## src/rtl/bcd_time_keeper_pkg.sv

```systemverilog
// Shared time-of-day constants and the BCD range check used when validating a time-set.
package time_defs;

  localparam logic [7:0] SEC_MAX  = 8'h59;
  localparam logic [7:0] MIN_MAX  = 8'h59;
  localparam logic [7:0] HOUR_MAX = 8'h23;
  localparam logic [7:0] BCD_ZERO = 8'h00;

  // With both digits <= 9, packed BCD orders like its decimal value, so a plain compare bounds the range.
  function automatic logic is_valid_bcd(input logic [7:0] value, input logic [7:0] max);
    return (value[3:0] <= 4'd9) && (value[7:4] <= 4'd9) && (value <= max);
  endfunction

endpackage

```

## src/rtl/bcd_time_keeper_field_inc.sv

```systemverilog
// Combinational increment of one packed-BCD time field, wrapping at max and reporting a carry.
module bcd_field_inc
  import time_defs::*;
(
  input  logic [7:0] in,
  input  logic [7:0] max,
  input  logic       en,
  output logic [7:0] out,
  output logic       carry
);

  always_comb begin
    out   = in;
    carry = 1'b0;
    if (en) begin
      if (in == max) begin
        out   = BCD_ZERO;
        carry = 1'b1;
      end else if (in[3:0] == 4'd9) begin
        out = {in[7:4] + 4'd1, 4'd0};
      end else begin
        out = {in[7:4], in[3:0] + 4'd1};
      end
    end
  end

endmodule

```

## src/rtl/bcd_time_keeper.sv

```systemverilog
// 24 h BCD time-of-day register with a one-second prescaler, carry chain and validated time-set.
module bcd_time_keeper
  import time_defs::*;
#(
  parameter int unsigned CLK_DIV = 100_000_000,
  parameter int unsigned DIV_W   = 27
) (
  input  logic       clk,
  input  logic       rst_n,
  input  logic       run,
  input  logic       load,
  input  logic [7:0] set_hour,
  input  logic [7:0] set_min,
  input  logic [7:0] set_sec,
  output logic [7:0] hour,
  output logic [7:0] min,
  output logic [7:0] sec,
  output logic       sec_tick,
  output logic       min_wrap,
  output logic       day_wrap,
  output logic       load_err
);

  localparam logic [DIV_W-1:0] CNT_LAST = DIV_W'(CLK_DIV - 1);

  logic [DIV_W-1:0] cnt_q, cnt_d;
  logic [7:0]       hour_q, hour_d, min_q, min_d, sec_q, sec_d;
  logic             sec_tick_q, sec_tick_d, min_wrap_q, min_wrap_d;
  logic             day_wrap_q, day_wrap_d, load_err_q, load_err_d;

  logic       tick, load_ok;
  logic [7:0] sec_nxt, min_nxt, hour_nxt;
  logic       sec_carry, min_carry, hour_carry;

  assign tick    = run && (cnt_q == CNT_LAST);
  assign load_ok = load && is_valid_bcd(set_hour, HOUR_MAX)
                        && is_valid_bcd(set_min, MIN_MAX)
                        && is_valid_bcd(set_sec, SEC_MAX);

  bcd_field_inc u_sec_inc (
    .in(sec_q), .max(SEC_MAX), .en(tick), .out(sec_nxt), .carry(sec_carry)
  );

  bcd_field_inc u_min_inc (
    .in(min_q), .max(MIN_MAX), .en(sec_carry), .out(min_nxt), .carry(min_carry)
  );

  bcd_field_inc u_hour_inc (
    .in(hour_q), .max(HOUR_MAX), .en(min_carry), .out(hour_nxt), .carry(hour_carry)
  );

  always_comb begin
    cnt_d      = cnt_q;
    hour_d     = hour_q;
    min_d      = min_q;
    sec_d      = sec_q;
    sec_tick_d = 1'b0;
    min_wrap_d = 1'b0;
    day_wrap_d = 1'b0;
    load_err_d = 1'b0;
    // A valid load overrides a coincident tick; a rejected load lets the tick through.
    if (load_ok) begin
      cnt_d  = '0;
      hour_d = set_hour;
      min_d  = set_min;
      sec_d  = set_sec;
    end else begin
      load_err_d = load;
      if (run) begin
        cnt_d = tick ? '0 : cnt_q + DIV_W'(1);
      end
      if (tick) begin
        sec_d      = sec_nxt;
        min_d      = min_nxt;
        hour_d     = hour_nxt;
        sec_tick_d = 1'b1;
        min_wrap_d = sec_carry;
        day_wrap_d = hour_carry;
      end
    end
  end

  always_ff @(posedge clk or negedge rst_n) begin
    if (!rst_n) begin
      cnt_q      <= '0;
      hour_q     <= BCD_ZERO;
      min_q      <= BCD_ZERO;
      sec_q      <= BCD_ZERO;
      sec_tick_q <= 1'b0;
      min_wrap_q <= 1'b0;
      day_wrap_q <= 1'b0;
      load_err_q <= 1'b0;
    end else begin
      cnt_q      <= cnt_d;
      hour_q     <= hour_d;
      min_q      <= min_d;
      sec_q      <= sec_d;
      sec_tick_q <= sec_tick_d;
      min_wrap_q <= min_wrap_d;
      day_wrap_q <= day_wrap_d;
      load_err_q <= load_err_d;
    end
  end

  assign hour     = hour_q;
  assign min      = min_q;
  assign sec      = sec_q;
  assign sec_tick = sec_tick_q;
  assign min_wrap = min_wrap_q;
  assign day_wrap = day_wrap_q;
  assign load_err = load_err_q;

endmodule

```

## config.mk

```make
export PLATFORM = sky130hd
export DESIGN_NAME = bcd_time_keeper
export DESIGN_NICKNAME = d
export VERILOG_FILES = /design/src/rtl/bcd_time_keeper_pkg.sv /design/src/rtl/bcd_time_keeper_field_inc.sv /design/src/rtl/bcd_time_keeper.sv
export SDC_FILE = /design/constraint.sdc
export NUM_CORES = 1
export LEC_CHECK = 0
export CAP_MARGIN = 20
export CORE_UTILIZATION = 51
export DETAILED_ROUTE_END_ITERATION = 10
export PLACE_DENSITY_LB_ADDON = 0.3
export SLEW_MARGIN = 20
export SYNTH_ARGS = -nofsm -noshare
export SYNTH_HDL_FRONTEND = slang
export SYNTH_HIERARCHICAL = 1
export SYNTH_SLANG_ARGS = --single-unit
```

## constraint.sdc

```tcl
create_clock -name clk -period 3.1 [get_ports clk]
set_input_delay 0.465 -clock clk [delete_from_list [all_inputs] [get_ports clk]]
set_output_delay 0.465 -clock clk [all_outputs]
set_load 0.005 [all_outputs]
```

# After elaboration in Yosys (flattened, before gate mapping)
# Index checks and enable logic that the tools add are counted.
# Widths: inputs -> output; s select.
[classes]
bitwise = 0
mux = 30
eq_ne = 7
n_mul = 0
order_cmp = 9
n_shift = 0
n_addsub = 7
n_div = 0
reduce_logical = 22
[ops]
columns = ["op", "n"]
rows = [
  ["$mux 8", 14],
  ["$mux 27", 3],
  ["$add 27x1->27 const B", 1],
  ["$eq 27x27->1 const B", 1],
  ["$add 4x1->4 const B", 6],
  ["$le 4x4->1 const B", 6],
  ["$eq 8x7->1 const B", 2],
  ["$le 8x7->1 const B", 2],
  ["$mux 1", 13],
  ["$eq 4x4->1 const B", 3],
  ["$logic_and 1x1->1", 10],
  ["$reduce_bool 3->1", 3],
  ["$eq 8x6->1 const B", 1],
  ["$le 8x6->1 const B", 1],
  ["$reduce_bool 2->1", 4],
  ["$reduce_and 2->1", 3],
  ["$reduce_and 3->1", 2],
]
[word_totals]
inputBits = 28
mem_bits_ro = 0
latch_bits = 0
regBits = 55
ramBits = 0
memories = 0
word_cells = 86

# Longest topological paths before layout
[logic_depth]
word_depth = 8
ltp_mapped = 14
mapped_depth_nobuf = 14

# Hierarchy
# Netlist, hierarchy kept.
[modules_own_cells]
columns = ["module", "instances", "area_per_inst_um2", "cells_each", "seq_area_each_um2"]
rows = [
  ["bcd_time_keeper", 1, 3037.9, 329, 1376.3],
  ["bcd_field_inc", 3, 365.4, 47, 0.0],
]

# Worst setup path after synthesis
# No wires, ideal clock.
[synth_path]
kind = "register to register"
startpoint = "register cnt_q[11]"
endpoint = "register hour_q[2] (netlist: hour[2])"
arrival_ns = 3.201
period_less_slack_ns = 3.343
slack_ns = -0.243
path_buffers = 1
setup_time_ns = 0.141
stages_incl_launch_ff = 14
required_time_ns = 2.959
path_cell_list = "dfrtp_1 > nor4b_1 > and4b_1 > clkbuf_1 > and3_1 > inv_1 > nor3_4 > inv_1 > nor3_4 > inv_1 > nor3_4 > nor2_1 > nand4_1 > a31oi_1"
[synth_via]
elab_chain_cells = 6
word_cells_on_any_way = 7
classes_between = "1 x eq/ne; 2 x mux; 4 x reduce/logical"
[synth_rtl]
columns = ["element", "line", "source"]
rows = [
  ["from (decl)", "bcd_time_keeper.sv:26", "logic [DIV_W-1:0] cnt_q, cnt_d;"],
  ["from (signal assigned)", "bcd_time_keeper.sv:94", "cnt_q <= cnt_d;"],
  ["$eq 27x27->1", "bcd_time_keeper.sv:35", "assign tick = run && (cnt_q == CNT_LAST);"],
  ["$logic_and 1x1->1", "bcd_time_keeper.sv:35", ""],
  ["via tick", "bcd_time_keeper.sv:31", "logic tick, load_ok;"],
  ["$mux 1", "bcd_time_keeper_field_inc.sv:15", "if (en) begin"],
  ["via sec_carry", "bcd_time_keeper.sv:33", "logic sec_carry, min_carry, hour_carry;"],
  ["$mux 1", "bcd_time_keeper_field_inc.sv:15", ""],
  ["via min_carry", "bcd_time_keeper.sv:33", ""],
  ["$reduce_bool 2->1 (no source line)", "n/a", ""],
  ["$reduce_and 2->1 (no source line)", "n/a", ""],
  ["to (signal assigned)", "bcd_time_keeper.sv:95", "hour_q <= hour_d;"],
  ["to (decl)", "bcd_time_keeper.sv:27", "logic [7:0] hour_q, hour_d, min_q, min_d, sec_q, sec_d;"],
]
# The timed path passes the listed nets, and every way through them passes these cells.
# A chain may end at the register's enable or synchronous reset.

# Worst setup path in the final report
[layout_path]
startpoint = "register cnt_q[0]"
endpoint = "register hour_q[7] (netlist: hour[7])"
[layout_via]
elab_chain_cells = 6
word_cells_on_any_way = 7
classes_between = "1 x eq/ne; 2 x mux; 4 x reduce/logical"
[layout_rtl]
columns = ["element", "line"]
rows = [
  ["$eq 27x27->1", "bcd_time_keeper.sv:35"],
  ["$logic_and 1x1->1", "bcd_time_keeper.sv:35"],
  ["via tick", "bcd_time_keeper.sv:31"],
  ["$mux 1", "bcd_time_keeper_field_inc.sv:15"],
  ["via sec_carry", "bcd_time_keeper.sv:33"],
  ["$mux 1", "bcd_time_keeper_field_inc.sv:15"],
  ["via min_carry", "bcd_time_keeper.sv:33"],
  ["$reduce_bool 2->1 (no source line)", "n/a"],
  ["$reduce_and 3->1 (no source line)", "n/a"],
]
# The timed path passes the listed nets, and every way through them passes these cells.

==> summary.md <==
| Metric | Value |
|---|---|
| Status | `completed` |
| Hold Fails Final Rpt | `0` |
| Syn. warnings | `6` |
| Avg WL per Cell | `16.59 um` |
| Final setup violation count | `0` |
| RSZ-0062 raised after global routing | `false` |
| Placed inst area | `0.004817 sq mm` |
| Fraction of registers with async set/reset | `100.0%` |
| Synth Register Bits | `55` |
| Clk pwr share | `25.5%` |
| H-tree levels | `2` |
| Share of layout cells above drive strength 1 | `8.614%` |
| WP data required | `3.34 ns` |
| Worst stage delay on the critical path | `0.42 ns` |
| DR vias | `3,932` |
| Placed cell count | `627` |
| Critical path fanouts, max | `8` |
| CTS resizes | `0` |
| First-pass GRT wire length | `17,770 um` |
| Setup Fix Bufs, Post-CTS | `0` |
| Combinational Power Share | `22.5%` |
| Flip-flop and latch area | `0.001376 sq mm` |
| Post-synth top area share | `33.29%` |
| Filler cell count in the final layout | `661` |
| Die area | `0.008470 sq mm` |
| Drt total wl | `10,550 um` |
| Pre-antenna DRT Iters | `5` |
| DR WL met3 | `647 um` |
| Max Clock Skew | `0.01751 ns` |
| Root buffer cell | `clkbuf_8` |
| Final period utilization | `90.26%` |
| Final WS setup | `0.3019 ns` |
| DP Wirelength | `7367 um` |
| Hold-fix buffers, CTS | `0` |
| Top cell by count, worst path | `nor2_1` |
| Synth Cell Area | `0.004134 sq mm` |
| Io pins | `56` |
| Yosys top cell by area | `dfrtp_1` |
| Met1 wire length | `4773 um` |
| Cell Count, Final, Fillers Out | `636` |
| Relative slew margins | `64.76%` |
| Vias in the first global route | `3,622` |
| Row cnt | `32` |
| Post-synthesis instance total | `470` |
| Predominant post-synthesis flop cell | `dfrtp_1` |
| Fin nets | `571` |
| Post-placement setup slack | `-0.01727 ns` |
| Top cells by area, synth | `dfrtp_1, xnor2_1, nand4_1, nor3_1, a31oi_1` |
| Pint | `1.182 mW` |
| CTS sink cnt | `55` |
| Max-slew violations | `0` |
| CTS tree | `done` |
| Post-route DRC | `0` |
| Net Sw Power | `0.5393 mW` |
| Sequential area share after synthesis | `33.29%` |
| Initial Util | `53.22%` |
| P per Cell Area | `349.0 mW/mm^2` |
| Clk buf depth | `2` |
| Largest net degree at the start of global routing | `41` |
| Post-synthesis cell type count | `51` |
| Critical setup path kind | `flip-flop to flip-flop` |
| WP data arrival | `3.04 ns` |
| Final worst path period need | `2.798 ns` |
| Maximum vdd drop | `0.2674 mV` |
| Highest routed metal layer | `met4` |
| Antenna violations before repair | `0` |
| Crit. End Element | `flip-flop` |
| Worst slew pin tran | `0.5286 ns` |
| Via-to-Cell Ratio | `6.182` |
| Port bufs | `55` |
| Clk_lat worst skew | `0.32 ns` |
| Met2 WL | `5030 um` |
| Die height | `92.03 um` |
| F_max | `357.4 MHz` |
| Die outline width | `92.03 um` |
| Fin area | `0.004932 sq mm` |
| Multi-input gate area | `0.002603 sq mm` |
| Total CTS buffers | `5` |
| Routability cong. | `0.8247` |
| Grt ovf | `0` |
| Gr usage total | `26.07%` |
| Syn Area/Cell | `8.796 sq um` |
| Flop pwr share | `52.0%` |
| DRT iter0 DRCs | `249` |
| Area growth syn-to-layout | `19.31%` |
| Inserted Diodes | `0` |
| Max cap viols | `0` |
| Slowest cell on crit path | `dfrtp_1` |
| Post-synth EDFFs | `0` |
| Antenna-violating nets left | `0` |
| Worst Setup Start Kind | `flip-flop` |
| Worst path cell trace | `ha_1 -> nand4_1 -> nor2_1 -> and3_4 -> inv_1 -> nor3_4 -> inv_1 -> nor3_4 -> buf_12 -> nand4b_4 -> nor2_1 -> xnor2_1 -> nor2_1 -> nand4_1 -> a21oi_1` |
| Reg clk slew, reported paths | `0.11 ns` |
| Floorplan core area | `0.007767 sq mm` |
| Pwr Total | `1.721 mW` |
| Pleak | `1.951 nW` |
| Switching share of power | `31.33%` |
| Hold crit path type | `primary input to async pin` |
[final timing paths]
kind	startpoint	end	slack (ns)	depth (start not counted)
max in group asynchronous	rst_n	hour[3]	2.20	2
min	rst_n	sec[5]	0.03	1
min reg2reg	cnt_q[24]	cnt_q[24]	0.57	2
min in group clk	cnt_q[24]	cnt_q[24]	0.57	2
max	cnt_q[0]	hour[7]	0.30	15
max reg2reg	cnt_q[0]	hour[7]	0.30	15
[registers in the layout (all words and copies together) (netlist names)]
register and flops:
cnt_q 27, day_wrap 1, hour 8, load_err 1
min 8, min_wrap 1, sec 8, sec_tick 1
[cell usage after synthesis (4+ instances only)]
master     number
dfrtp_1        55
nand4_1        38
nor3_1         35
xnor2_1        32
nor2_1         29
a31oi_1        23
clkbuf_1       22
nand2_1        20
o21ai_1        19
nand3_1        13
inv_1          12
o21ai_0        12
or4_1          11
xor2_1         11
ha_1           10
o31ai_1        10
a211oi_1        9
a21oi_1         9
buf_2           9
nand3b_1        9
and3_1          7
buf_6           6
nor3b_1         6
o2bb2ai_1       6
and4_1          5
nand4_2         4
[metal layers]
layer	vias up	GRT usage (%)
met1	1905	37.08
li1	1871	-
met4	0	6.250
met3	10	3.317
met2	146	42.23
met5	-	0
[cells by family (layout without fill, tap and decap cells)]
family,Yosys count,after routing,share of synthesized area [%]
buffers and inverters,50,92,5.932
other,2,24,0.1817
AO/OA/AOI/OAI,99,99,15.53
adder cells (fa/ha/maj),10,10,3.027
flip-flops,55,55,33.29
AND/OR/NAND/NOR,205,205,31.02
multiplexers,3,3,0.7264
XOR/XNOR,46,46,10.29
[stage by stage]
step / utilization, % / setup TNS [ns] / hold slack (ns)
final: 63.50 / 0 / 0.03376
after global routing: 63.50 / 0 / 0.05773
after CTS: 63.24 / 0 / 0.04745
after detailed placement: 62.02 / -0.03525 / 0.3958
after global placement: 62.02 / 0 / 0.3939
after floorplan: - / 0 / 0.1694
[placed cells by master (no fill, tap or decap), types with 10 or more instances in the layout]
| cell | Yosys | layout |
|---|---|---|
| o31ai_1 | 10 | 10 |
| conb_1 | 2 | 24 |
| ha_1 | 10 | 10 |
| nand3_1 | 13 | 13 |
| nand2_1 | 20 | 20 |
| clkdlybuf4s50_1 | 0 | 54 |
| dfrtp_1 | 55 | 55 |
| xnor2_1 | 32 | 32 |
| nor2_1 | 29 | 28 |
| o21ai_0 | 12 | 12 |
| inv_1 | 12 | 12 |
| nand4_1 | 38 | 38 |
| o21ai_1 | 19 | 19 |
| buf_4 | 0 | 16 |
| nor3_1 | 35 | 35 |
| a31oi_1 | 23 | 23 |
| xor2_1 | 11 | 11 |
| or4_1 | 11 | 11 |
[layout make-up]
class	count	area share (%)
Multi-Input combinational cell	387	52.77
Sequential cell	55	27.90
Timing Repair Buffer	72	13.90
Tap cell	102	2.588
Clock buffer	7	1.750
Inverter	12	0.9132
Clock inverter	1	0.1776
[critical path, delay by kind of cell, from the launching register on]
| family | cells | cell delay [ns] |
|---|---|---|
| AOI/OAI and AO/OA | 1 | 0.15 |
| xor gates and xnor gates | 1 | 0.09 |
| adders and majority gates | 1 | 0.27 |
| and+or+nand+nor | 9 | 1.44 |
| DFF | 1 | 0.42 |
| buffers and inverters | 3 | 0.35 |
[power by group through the flow]
stage / Sequential [mW] / Clock [mW] / Combinational, mW
2_1_floorplan: 0.869 / 0 / 0.261
3_3_place_gp: 0.904 / 0 / 0.374
3_5_place_dp: 0.907 / 0 / 0.386
4_1_cts: 0.894 / 0.441 / 0.388
5_1_grt: 0.909 / 0.475 / 0.427
6_report: 0.896 / 0.438 / 0.387
(Power assumes the default switching activity.)
